$ cat config.mk
export PLATFORM = sky130hd
export DESIGN_NAME = clock_switch_ctrl
export DESIGN_NICKNAME = d
export VERILOG_FILES = /design/src/rtl/clk_sw_pkg.sv /design/src/rtl/clock_switch_ctrl_timer.sv /design/src/rtl/clock_switch_ctrl.sv
export SDC_FILE = /design/constraint.sdc
export NUM_CORES = 1
export LEC_CHECK = 0
export CORE_MARGIN = 1
export CORE_UTILIZATION = 45
export CTS_BUF_LIST = sky130_fd_sc_hd__clkbuf_16
export DETAILED_ROUTE_END_ITERATION = 16
export GPL_TIMING_DRIVEN = 0
export HOLD_SLACK_MARGIN = 0.08
export PLACE_DENSITY = 0.69
export SLEW_MARGIN = 15
export SYNTH_ARGS = -nofsm -noshare
export SYNTH_HDL_FRONTEND = slang
export SYNTH_HIERARCHICAL = 1
export SYNTH_SLANG_ARGS = --single-unit
$ cat constraint.sdc
create_clock -name clk -period 8.11 [get_ports clk]
set_input_delay 0.811 -clock clk [delete_from_list [all_inputs] [get_ports clk]]
set_output_delay 0.811 -clock clk [all_outputs]
set_load 0.02 [all_outputs]
$ cat src/rtl/clk_sw_pkg.sv
// clk_sw_pkg: constants shared by the clock-switch controller, the clock
// selection mux and the host format decoder.
//   - format code localparams (PCM rate/width grid, DSD, STOP)
//   - controller state encoding
//   - fmt_supported(): 1 when a code names a clock the mux can produce
package clk_sw_pkg;

  // Upper nibble selects sample width (0=16b, 2=24b, 4=32b),
  // lower nibble selects rate (0=44.1k 1=48k 2=88.2k 3=96k 4=176.4k 5=192k).
  localparam logic [7:0] FMT_44K16  = 8'h00;
  localparam logic [7:0] FMT_44K24  = 8'h20;
  localparam logic [7:0] FMT_44K32  = 8'h40;
  localparam logic [7:0] FMT_48K16  = 8'h01;
  localparam logic [7:0] FMT_48K24  = 8'h21;
  localparam logic [7:0] FMT_48K32  = 8'h41;
  localparam logic [7:0] FMT_88K16  = 8'h02;
  localparam logic [7:0] FMT_88K24  = 8'h22;
  localparam logic [7:0] FMT_88K32  = 8'h42;
  localparam logic [7:0] FMT_96K16  = 8'h03;
  localparam logic [7:0] FMT_96K24  = 8'h23;
  localparam logic [7:0] FMT_96K32  = 8'h43;
  localparam logic [7:0] FMT_176K16 = 8'h04;
  localparam logic [7:0] FMT_176K24 = 8'h24;
  localparam logic [7:0] FMT_176K32 = 8'h44;
  localparam logic [7:0] FMT_192K16 = 8'h05;
  localparam logic [7:0] FMT_192K24 = 8'h25;
  localparam logic [7:0] FMT_192K32 = 8'h45;
  localparam logic [7:0] FMT_DSD    = 8'h80;
  localparam logic [7:0] FMT_STOP   = 8'hFF;

  typedef enum logic [2:0] {
    ST_IDLE,
    ST_MUTE,
    ST_WAIT_FRAME,
    ST_GATE,
    ST_SWITCH,
    ST_SETTLE,
    ST_UNMUTE
  } state_e;

  function automatic logic fmt_supported(input logic [7:0] code);
    logic width_ok;
    logic rate_ok;
    width_ok = (code[7:4] == 4'h0) || (code[7:4] == 4'h2) || (code[7:4] == 4'h4);
    rate_ok  = (code[3:0] <= 4'h5);
    return (width_ok && rate_ok) || (code == FMT_DSD) || (code == FMT_STOP);
  endfunction

endpackage

$ cat src/rtl/clock_switch_ctrl_timer.sv
// clk_sw_timer: loadable down-counter shared by every timed state.
//   clk, rst    : system clock, synchronous active-high reset
//   load_i      : load value_i this edge (takes priority over counting)
//   value_i     : load value, i.e. (state length - 1)
//   expired_o   : count has reached zero; the current cycle is the last one
// The counter saturates at zero, so it never wraps.
module clk_sw_timer #(
  parameter int CNT_W = 16
) (
  input  logic             clk,
  input  logic             rst,
  input  logic             load_i,
  input  logic [CNT_W-1:0] value_i,
  output logic             expired_o
);

  logic [CNT_W-1:0] cnt_q;

  always_ff @(posedge clk) begin
    if (rst)                 cnt_q <= '0;
    else if (load_i)         cnt_q <= value_i;
    else if (cnt_q != '0)    cnt_q <= cnt_q - 1'b1;
  end

  assign expired_o = (cnt_q == '0);

endmodule

$ cat src/rtl/clock_switch_ctrl.sv
// clock_switch_ctrl: sequences bit-clock mux changes so they are glitch- and
// click-free: mute -> align to frame -> gate -> select -> settle -> ungate
// -> unmute.
//   clk, rst                 : system clock, synchronous active-high reset
//   fmt_req_valid/code/ready : format request handshake (held off while busy)
//   frame_sync               : 1-cycle LRCK frame boundary pulse (clk domain)
//   sel_code                 : code driven to the clock mux (FF = stopped)
//   clk_gate_en              : 1 = selected bit clock passes
//   mute                     : 1 = datapath muted
//   busy                     : switch sequence in progress
//   switch_done / err_unsupported / err_timeout : 1-cycle status pulses
module clock_switch_ctrl
  import clk_sw_pkg::*;
#(
  parameter int CNT_W         = 16,
  parameter int MUTE_CYCLES   = 256,
  parameter int FRAME_TIMEOUT = 4096,
  parameter int GATE_CYCLES   = 8,
  parameter int SETTLE_CYCLES = 64
) (
  input  logic       clk,
  input  logic       rst,
  input  logic       fmt_req_valid,
  input  logic [7:0] fmt_req_code,
  output logic       fmt_req_ready,
  input  logic       frame_sync,
  output logic [7:0] sel_code,
  output logic       clk_gate_en,
  output logic       mute,
  output logic       busy,
  output logic       switch_done,
  output logic       err_unsupported,
  output logic       err_timeout
);

  localparam longint CNT_MAX = (longint'(1) << CNT_W) - 1;
  localparam bit PARAMS_OK =
    (MUTE_CYCLES   >= 1) && (longint'(MUTE_CYCLES)   <= CNT_MAX) &&
    (FRAME_TIMEOUT >= 1) && (longint'(FRAME_TIMEOUT) <= CNT_MAX) &&
    (GATE_CYCLES   >= 1) && (longint'(GATE_CYCLES)   <= CNT_MAX) &&
    (SETTLE_CYCLES >= 1) && (longint'(SETTLE_CYCLES) <= CNT_MAX);

  if (!PARAMS_OK) begin : g_param_err
    $error("clock_switch_ctrl: a cycle count is zero or does not fit in CNT_W");
  end

  // Timer holds (length - 1) so a state lasts exactly its nominal length.
  localparam logic [CNT_W-1:0] MUTE_V   = CNT_W'(MUTE_CYCLES - 1);
  localparam logic [CNT_W-1:0] FRAME_V  = CNT_W'(FRAME_TIMEOUT - 1);
  localparam logic [CNT_W-1:0] GATE_V   = CNT_W'(GATE_CYCLES - 1);
  localparam logic [CNT_W-1:0] SETTLE_V = CNT_W'(SETTLE_CYCLES - 1);

  state_e     state_q;
  logic [7:0] sel_q, req_q;
  logic       gate_q, mute_q, busy_q, done_q, unsup_q, tmo_q;

  logic             accept, running, req_ok, req_same;
  logic             tmr_load, tmr_exp;
  logic [CNT_W-1:0] tmr_val;

  assign fmt_req_ready = (state_q == ST_IDLE) && !rst;
  assign accept        = fmt_req_valid && fmt_req_ready;
  assign running       = (sel_q != FMT_STOP);
  assign req_ok        = fmt_supported(fmt_req_code);
  assign req_same      = (fmt_req_code == sel_q);

  // Timer reload mirrors the FSM transitions below: every entry into a timed
  // state loads that state's length in the same edge.
  always_comb begin
    tmr_load = 1'b0;
    tmr_val  = '0;
    unique case (state_q)
      ST_IDLE: if (accept && req_ok && !req_same && running) begin
        tmr_load = 1'b1; tmr_val = MUTE_V;
      end
      ST_MUTE: if (tmr_exp) begin
        tmr_load = 1'b1; tmr_val = FRAME_V;
      end
      ST_WAIT_FRAME: if (frame_sync || tmr_exp) begin
        tmr_load = 1'b1; tmr_val = GATE_V;
      end
      ST_SWITCH: if (req_q != FMT_STOP) begin
        tmr_load = 1'b1; tmr_val = SETTLE_V;
      end
      ST_SETTLE: if (tmr_exp) begin
        tmr_load = 1'b1; tmr_val = MUTE_V;
      end
      default: ;
    endcase
  end

  clk_sw_timer #(.CNT_W(CNT_W)) u_timer (
    .clk      (clk),
    .rst      (rst),
    .load_i   (tmr_load),
    .value_i  (tmr_val),
    .expired_o(tmr_exp)
  );

  always_ff @(posedge clk) begin
    if (rst) begin
      state_q <= ST_IDLE;
      sel_q   <= FMT_STOP;
      req_q   <= FMT_STOP;
      gate_q  <= 1'b0;
      mute_q  <= 1'b1;
      busy_q  <= 1'b0;
      done_q  <= 1'b0;
      unsup_q <= 1'b0;
      tmo_q   <= 1'b0;
    end else begin
      done_q  <= 1'b0;
      unsup_q <= 1'b0;
      tmo_q   <= 1'b0;
      unique case (state_q)
        ST_IDLE: begin
          // busy stays up through the switch_done cycle, drops after it
          busy_q <= 1'b0;
          if (accept) begin
            if (!req_ok) begin
              unsup_q <= 1'b1;
            end else if (req_same) begin
              done_q <= 1'b1;
            end else begin
              req_q  <= fmt_req_code;
              busy_q <= 1'b1;
              if (running) begin
                mute_q  <= 1'b1;
                state_q <= ST_MUTE;
              end else begin
                // stopped: clock already gated and muted, go straight to select
                state_q <= ST_SWITCH;
              end
            end
          end
        end
        ST_MUTE: if (tmr_exp) state_q <= ST_WAIT_FRAME;
        ST_WAIT_FRAME: begin
          // sync on the expiry cycle still counts as aligned
          if (frame_sync || tmr_exp) begin
            gate_q  <= 1'b0;
            tmo_q   <= !frame_sync;
            state_q <= ST_GATE;
          end
        end
        ST_GATE: if (tmr_exp) state_q <= ST_SWITCH;
        ST_SWITCH: begin
          sel_q <= req_q;
          if (req_q == FMT_STOP) begin
            done_q  <= 1'b1;
            state_q <= ST_IDLE;
          end else begin
            state_q <= ST_SETTLE;
          end
        end
        ST_SETTLE: if (tmr_exp) begin
          gate_q  <= 1'b1;
          state_q <= ST_UNMUTE;
        end
        ST_UNMUTE: if (tmr_exp) begin
          mute_q  <= 1'b0;
          done_q  <= 1'b1;
          state_q <= ST_IDLE;
        end
        default: state_q <= ST_IDLE;
      endcase
    end
  end

  assign sel_code        = sel_q;
  assign clk_gate_en     = gate_q;
  assign mute            = mute_q;
  assign busy            = busy_q;
  assign switch_done     = done_q;
  assign err_unsupported = unsup_q;
  assign err_timeout     = tmo_q;

endmodule

Word-level counts from Yosys, hierarchy flattened
Cells that the tools add are included.
{"block": "word_totals", "ff_bits": 41, "in_bits": 12, "word_cells": 110}
{"block": "classes", "n_reduce_logical": 28, "addsub": 1, "eq_ne": 23, "muxes": 42, "bitwise_logic": 5, "magnitude_cmp": 1}
{"operator": "one-hot mux 12 bit (5 select lines)", "count": 1}
{"operator": "2-to-1 mux 3 bit", "count": 11}
{"operator": "2-to-1 mux 16 bit", "count": 2}
{"operator": "== test 8 bit, second input constant", "count": 3}
{"operator": "one-hot mux 3 bit (7 select lines)", "count": 1}
{"operator": "2-to-1 mux 1 bit", "count": 19}
{"operator": "!= test 2 bit, second input constant", "count": 9}
{"operator": "zero test 16 bit", "count": 1}
{"operator": "2-to-1 mux 8 bit", "count": 2}
{"operator": "!= test 8 bit, second input constant", "count": 2}
{"operator": "nonzero test 16 bit", "count": 1}
{"operator": "subtractor 16 x 1 -> 16 bit, second input constant", "count": 1}
{"operator": "2-to-1 mux 12 bit", "count": 1}
{"operator": "== test 3 bit, second input constant", "count": 3}
{"operator": "== test 8 bit", "count": 1}
{"operator": "AND reduction 8 bit", "count": 1}
{"operator": "== test 3 x 2 -> 1 bit, second input constant", "count": 2}
{"operator": "logical AND 1 bit", "count": 6}
{"operator": "2-to-1 mux 6 bit", "count": 1}
{"operator": "AND reduction 6 bit", "count": 1}
{"operator": "nonzero test 2 bit", "count": 3}
{"operator": "OR reduction 3 bit", "count": 2}
{"operator": "logical OR 1 bit", "count": 5}
{"operator": "inverter 1 bit", "count": 5}
{"operator": "other kinds (13)", "count": 16}

Depth between registers and ports, before layout
{"block": "logic_depth", "ltp_word": 12, "ltp_mapped": 14}

Hierarchy
Netlist, hierarchy kept.
{"module": "clock_switch_ctrl", "n_inst": 1, "area_each_um2": 1316.3, "cells_per_inst": 151}
{"module": "clk_sw_timer", "n_inst": 1, "area_each_um2": 964.7, "cells_per_inst": 116}

Worst setup path after synthesis
No wires, ideal clock.
{"block": "synth_path", "path_type": "register to register", "start": "register u_timer.cnt_q[0]", "end": "register u_timer.cnt_q[5]", "path_stages_with_launch": 14, "required_time_ns": 8.041, "arrival_time_ns": 3.276, "synth_period_minus_slack_ns": 3.345, "n_path_buf": 2, "setup_ns": 0.069, "slack_ns": 4.765, "cell_sequence": "dfxtp_1 -> inv_1 -> ha_1 -> or3b_2 -> or4_4 -> nor2_1 -> clkbuf_1 -> nand3_1 -> and3_1 -> o21ai_1 -> nor2b_1 -> clkbuf_1 -> nand2_1 -> o21ai_1"}
{"block": "synth_via", "elab_chain_cells": 5, "word_cells_on_any_way": 13}
{"element": "start, declared", "line_no": "clock_switch_ctrl_timer.sv:17", "source": "logic [CNT_W-1:0] cnt_q;"}
{"element": "start signal, assigned", "line_no": "clock_switch_ctrl_timer.sv:21", "source": "else if (load_i) cnt_q <= value_i;"}
{"element": "start signal, assigned", "line_no": "clock_switch_ctrl_timer.sv:22", "source": "else if (cnt_q != '0) cnt_q <= cnt_q - 1'b1;"}
{"element": "zero test 16 bit (*)", "line_no": "clock_switch_ctrl_timer.sv:25", "source": "assign expired_o = (cnt_q == '0);"}
{"element": "net tmr_exp", "line_no": "clock_switch_ctrl.sv:58", "source": "logic tmr_load, tmr_exp;"}
{"element": "logical OR 1 bit", "line_no": "clock_switch_ctrl.sv:79", "source": "ST_WAIT_FRAME: if (frame_sync || tmr_exp) begin"}
{"element": "2-to-1 mux 1 bit", "line_no": "clock_switch_ctrl.sv:79"}
{"element": "one-hot mux 1 bit (4 select lines) (*)", "line_no": "clock_switch_ctrl.sv:72", "source": "unique case (state_q)"}
{"element": "net tmr_load", "line_no": "clock_switch_ctrl.sv:58"}
{"element": "2-to-1 mux 16 bit or nonzero test 2 bit (tied branches)"}
The timed path passes the listed nets; every way through them passes the cells marked *. The select of a mux whose other input is x is not followed.
A chain may end at the register's enable or synchronous reset.

Final worst setup path
{"block": "layout_path", "start": "register u_timer.cnt_q[0]", "end": "register u_timer.cnt_q[7]"}
The elaborated chain is that of the path after synthesis.

==> summary.txt <==
Run status
  – Status: complete, no violations

Clock tree
  – CTS buffer count: 5
  – Clock Tree Root: clkbuf_16
  – H-tree depth: 2
  – Gates resized, CTS repair: 0
  – Post-CTS Hold Buffers: 0
  – Worst-path clk slew: 60 ps
  – Clock Path Buffers: 2
  – CTS tree: yes
  – Post-CTS setup buffer count: 0
  – Clock Sinks: 41
  – Worst skew pair latency: 280 ps

Placed design
  – RePlAce Congestion: about 0.9
  – I/O Buffers: 26
  – Hpwl dp: 3.845 mm
  – Dpl cells: around 370
  – Dpl cell area: 0.002655 mm2

Synth
  – Commonest cells post-synth: dfxtp_1, nand2_1, nor2_1
  – Dominant cells by area after synthesis: dfxtp_1, mux2i_1, nand2_1
  – Syn Std Cell Area: 0.002281 mm2
  – Synth cell types: 58
  – EDFF count, synth: 0
  – Gate Count Post-Synth: 267
  – Largest area contributor in the synthesized netlist: dfxtp_1
  – Yosys reg bits: 41
  – Mean post-synth cell area: 8.543 um2
  – Yosys warning count: 6
  – FFs w/ async S/R, synth: 0%
  – Seq/Total Area, Yosys: 35.98%
  – Count leader, synth: dfxtp_1
  – Share of the synthesized area in the top cell type: a little over a third
  – Main flop type after synthesis: dfxtp_1

STA
  – Rel. slew slack: 36.56%
  – Fin. Hold Viols: 0
  – Fin. max-slew vios: 0
  – Slew @ Worst Pin: ~940 ps
  – Fmax: 245.8 MHz
  – Clk_skew: roughly 4.7 ps
  – Final Cycle Share: 50.17%
  – Fin crit period: 4069 ps
  – TNS Setup: 0 ps
  – Final setup vio count: 0
  – RSZ-0062 raised after global routing: false

Worst setup path
  – CP max FO: 10
  – Slowest cell on the critical path: or4_4
  – CP peak stage delay: 590 ps
  – Critical Path Source Type: register
  – End of the worst register-to-register path: u_timer/cnt_q[7]
  – Worst R2R Path Depth: 13
  – CP endpoint kind: register
  – Crit path DAT: 4280 ps
  – FF-to-FF Start: u_timer/cnt_q[0]
  – Setup slack, reg-to-reg: a little over 4000 ps
  – Critical path class: register to register
  – CP Cell Sequence: inv_1 > ha_1 > or3b_2 > or4_4 > nor2_1 > clkbuf_1 > nand3_1 > and3_1 > o21ai_1 > nor2b_1 > clkbuf_1 > nand2_1 > o21ai_1
  – Critical Path RT: about 8300 ps

Hold path
  – Hold crit path type: register to register
  – Min-Delay Endpoint: busy
  – Worst Hold Launch: busy
  – Hold path depth: 2

Power
  – Max VDD drop: 114.2 uV
  – Pwr/cell area: 290.2 mW/mm2
  – Static leakage: between 1 and 1.5 nW

Run
  – Maxcap violations: 0

Floorplan
  – Rows: 25
  – Overall die height: about 73 um
  – Starting Density: 47.66%
  – # IOs: 27
  – Die X: 73.20 um
  – Placeable Area: 0.004786 mm2
  – Die Area: 0.005358 mm2

GRT
  – Busiest grt layer: met2
  – Number of global-route vias before repair: 1947
  – First-pass GRT wire length: 9.011 mm
  – GRT Residual Overflow: 0
  – Met1 Usage GRT: between 20% and 30%
  – Largest net degree at the start of global routing: 12
  – Initial antenna violation count: 0
  – GRT Util Overall: 21.75%
  – GRT met2 Usage: 37.04%
  – Met3 usage: ~4.4%

Detailed routing
  – DR DRC count: 0
  – Drt pass-1 iters: 4
  – Antenna-violating nets left: 0
  – Via density: 5.435
  – Drt total wl: 5.365 mm
  – Via count: 2038
  – Drt initial violations: 113
  – Wire per inst: 14.31 um

Finish
  – # diodes: 0
  – Nets: 321
  – Share of layout cells above drive strength 1: 9.416%
  – Fin cells: 375
  – Final non-filler cell area: 0.002788 mm2
  – Layout area overhead: 22.22%
## power by group
group | internal, mW | total, mW | switching (mW) | leakage, nW
clock network | 0.110 | 0.184 | 0.0744 | 0.0685
logic | 0.157 | 0.344 | 0.187 | 0.642
registers | 0.239 | 0.280 | 0.0410 | 0.334
total | 0.506 | 0.809 | 0.303 | 1.05
## metal layers
metal	wire length [um]	part of all wire (%)
met3	131	2.4
met2	2627	49
met5	0	0
met1	2571	48
met4	36	0.67
## kinds of logic after synthesis
logic type      after synthesis  share of synthesized area [%]
other cells                   1                         0.1644
fa+ha+maj                     1                         0.5485
flops                        41                          35.98
simple gates                117                          28.74
compound gates               54                          16.18
mux                          17                          7.460
buf+inv                      19                          4.389
xor+xnor                     17                          6.528
## worst max-delay path by stage
stage,to,cells past startpoint,slack (ps),start
finish,u_timer/cnt_q[7],13,4040,u_timer/cnt_q[0]
global route,u_timer/cnt_q[10],13,3690,u_timer/cnt_q[0]
CTS,u_timer/cnt_q[7],13,4060,u_timer/cnt_q[0]
detailed placement,u_timer/cnt_q[7],13,4120,u_timer/cnt_q[0]
global placement,u_timer/cnt_q[7],13,4170,u_timer/cnt_q[0]
floorplan,u_timer/cnt_q[5],13,4760,u_timer/cnt_q[0]
## final cells by class
type                    instances  area (um2)
fillers                       455        1998
multi-input cells             215        1390
flip-flops and latches         41       820.8
repair buffers                 26       260.3
clock buffers                   5       125.1
well taps                      67       83.83
plain buffers                  13       77.57
inverters                       6       22.52
clock inverters                 2       7.507
## sequential cells by signal (all words and copies together) (netlist names)
signal	cells
u_timer/cnt_q	16
req_q	8
sel_code	8
state_q	3
busy	1
clk_gate_en	1
err_timeout	1
err_unsupported	1
mute	1
switch_done	1
## worst max-delay path: cells and delay by family, from the launching register on
kind	cells	cell delay [ps]
AOI/OAI and AO/OA	2	330
and+or+nand+nor	7	2260
DFF	1	330
buffers and inverters	3	850
adders and majority gates	1	200
## placed cells by master (no fill, tap or decap), types with 3 or more instances in the layout
cell type,count
o21ai_1,7
a21oi_1,12
o21ai_0,10
inv_1,5
nor4_1,5
xnor2_1,8
or3_1,4
nand4_1,8
nor3_1,10
and3_1,4
o31ai_1,4
nand2_1,30
dfxtp_1,41
nor2_1,30
nand3_1,4
mux2i_1,17
buf_6,3
clkbuf_16,5
clkdlybuf4s50_1,26
conb_1,9
xor2_1,9
clkbuf_1,7
## through the flow
step | setup slack, ps | util, % | hold slack (ps) | power [mW]
2_1_floorplan | 4765 | - | 467.3 | 0.5547
3_3_place_gp | 4167 | 55.48 | 449.6 | 0.6164
3_5_place_dp | 4117 | 55.48 | 460.9 | 0.6217
4_1_cts | 4059 | 58.25 | 472.0 | 0.8134
5_1_grt | 3686 | 58.25 | 497.1 | 0.8659
6_report | 4041 | 58.25 | 471.9 | 0.8089
Power figures use the tool's default switching activity.
==> RTL edit, RTL diff (same flow settings) <==
Make the reset (`rst`) asynchronous in 2 clocked blocks. Comments in the files are not updated.
--- a/src/rtl/clock_switch_ctrl_timer.sv
+++ b/src/rtl/clock_switch_ctrl_timer.sv
@@ -17,5 +17,5 @@
   logic [CNT_W-1:0] cnt_q;
 
-  always_ff @(posedge clk) begin
+  always_ff @(posedge clk or posedge rst) begin
     if (rst)                 cnt_q <= '0;
     else if (load_i)         cnt_q <= value_i;
--- a/src/rtl/clock_switch_ctrl.sv
+++ b/src/rtl/clock_switch_ctrl.sv
@@ -98,5 +98,5 @@
   );
 
-  always_ff @(posedge clk) begin
+  always_ff @(posedge clk or posedge rst) begin
     if (rst) begin
       state_q <= ST_IDLE;
Function: differs if rst is asserted again (counterexample within 4 cycles, from zero or initial values and one cycle with rst high); with rst held inactive, the same outputs for 10 cycles.
==> RTL edit against the original RTL <==
First-iteration DRC count shrank 65%. Final area grew 4.2%. Sequential cell count is the same. Routed wire length shrank 5.5%. Largest cell class unchanged. Die area grew 5.1%. Area after synthesis grew 5.2%. Core utilization shrank 1.4 points. Setup slack gained 0.32 ns.
Power is not compared: it rests on default switching activity, and its combinational part moved more than twofold at a synthesized area within 25%.
==> RTL edit: results (changes against the original RTL) <==
** Outcome
- The flow ran to the end, and the final reports show no timing, DRC or antenna violations.

** Place
- The cell count after placement was 331 (-10%).
- The instance area after placement was 2760 µm² (+3.9%).

** STA
- Worst slack on hold paths :: 0.488 ns (+0.0165 ns)
- Clock Skew :: 0.00710 ns (+0.00241 ns)

** Detailed routing
- The met2 wirelength from detailed routing was 2570 µm (-2.4%).
- DRT iter0 DRCs :: 39 (-65%)
- Drt via density :: 5.43 (-0.13%)
- The routed length per instance is 15.0 µm (+4.6%).
- Sum of met3 wire segment lengths after detailed routing :: 179 µm (+37%)
- The routed length on met1 was 2230 µm (-13%).
- Count of vias placed by the detailed router :: 1840 (-9.7%)

** Global routing
- The met3 routing resource usage after global routing is 0.0469 (+0.00266).
- Global routing met1 resource utilization :: 0.239 (-0.0364)
- Maximum number of pins on one net before global-route repair :: 26 (+14)
- Met2 demand-to-capacity share in global routing :: 0.367 (-0.00300)

** Layout
- The net total in the final layout is 281 (-12%).
- Combined flip-flop and latch cell area :: 1050 µm² (+28%)
- The fill cell total of the finished layout was 474 (+4.2%).

** Setup path
- The arrival time of the worst setup path was 3.89 ns (-0.39 ns).

** Yosys
- Count of cell types in the netlist :: 56 (-3.4%)
- The number of instances in the synthesized netlist came to 232 (-13%).
- The sequential share of the synthesized area came to 0.436 (+0.0765).
- The share of flip-flops with an asynchronous set or reset after synthesis came to 1.00 (+1.00).
- By count the netlist is led by nand2_1, dfrtp_1, xnor2_1.
RTL edit: power by group through the flow:
stage	sequential (µW)	clock (µW)	combinational [µW]
6_report	209	197	20.7
5_1_grt	209	211	23.3
4_1_cts	209	203	21.1
3_5_place_dp	212	0	21.1
3_3_place_gp	212	0	20.7
2_1_floorplan	212	0	9.79
RTL edit: path summary, 6_finish.rpt:
path	start	end	cells past startpoint
worst min register to register	busy	busy	2
worst max-delay path	u_timer/cnt_q[0]	u_timer/cnt_q[14]	14
worst max register to register	u_timer/cnt_q[0]	u_timer/cnt_q[14]	14
worst min-delay path	busy	busy	2
max in group asynchronous	rst	err_timeout	2
min in group asynchronous	rst	u_timer/cnt_q[2]	2
RTL edit: final cells by class:
| cell class | instances | area share |
|---|---|---|
| flip-flops and latches | 41 | 0.361 |
| multi-input cells | 180 | 0.449 |
| repair buffers | 26 | 0.0896 |
| plain buffers | 9 | 0.0146 |
| clock buffers | 5 | 0.0431 |
| well taps | 70 | 0.0302 |
| clock inverters | 3 | 0.00689 |
| inverters | 5 | 0.00646 |
RTL edit: cell families (layout without fill, tap and decap cells):
group	after synthesis	in the layout	synth area share
simple gates	89	89	0.233
fa+ha+maj	1	1	0.00521
mux	19	19	0.0944
other cells	1	4	0.00156
compound gates	48	48	0.135
buf+inv	14	48	0.0255
flops	41	41	0.436
xor+xnor	19	19	0.0693
RTL edit: critical path, cell delays in order (launching register included):
cell	delay, ns
dfrtp_1	0.40
inv_1	0.10
ha_1	0.23
nor3b_2	0.43
nand4b_4	0.21
nor2_4	0.24
clkbuf_1	0.34
nor2_1	0.11
or3b_2	0.46
a21o_1	0.19
o211ai_1	0.22
inv_1	0.12
clkbuf_1	0.27
o311ai_1	0.17
o211ai_1	0.12
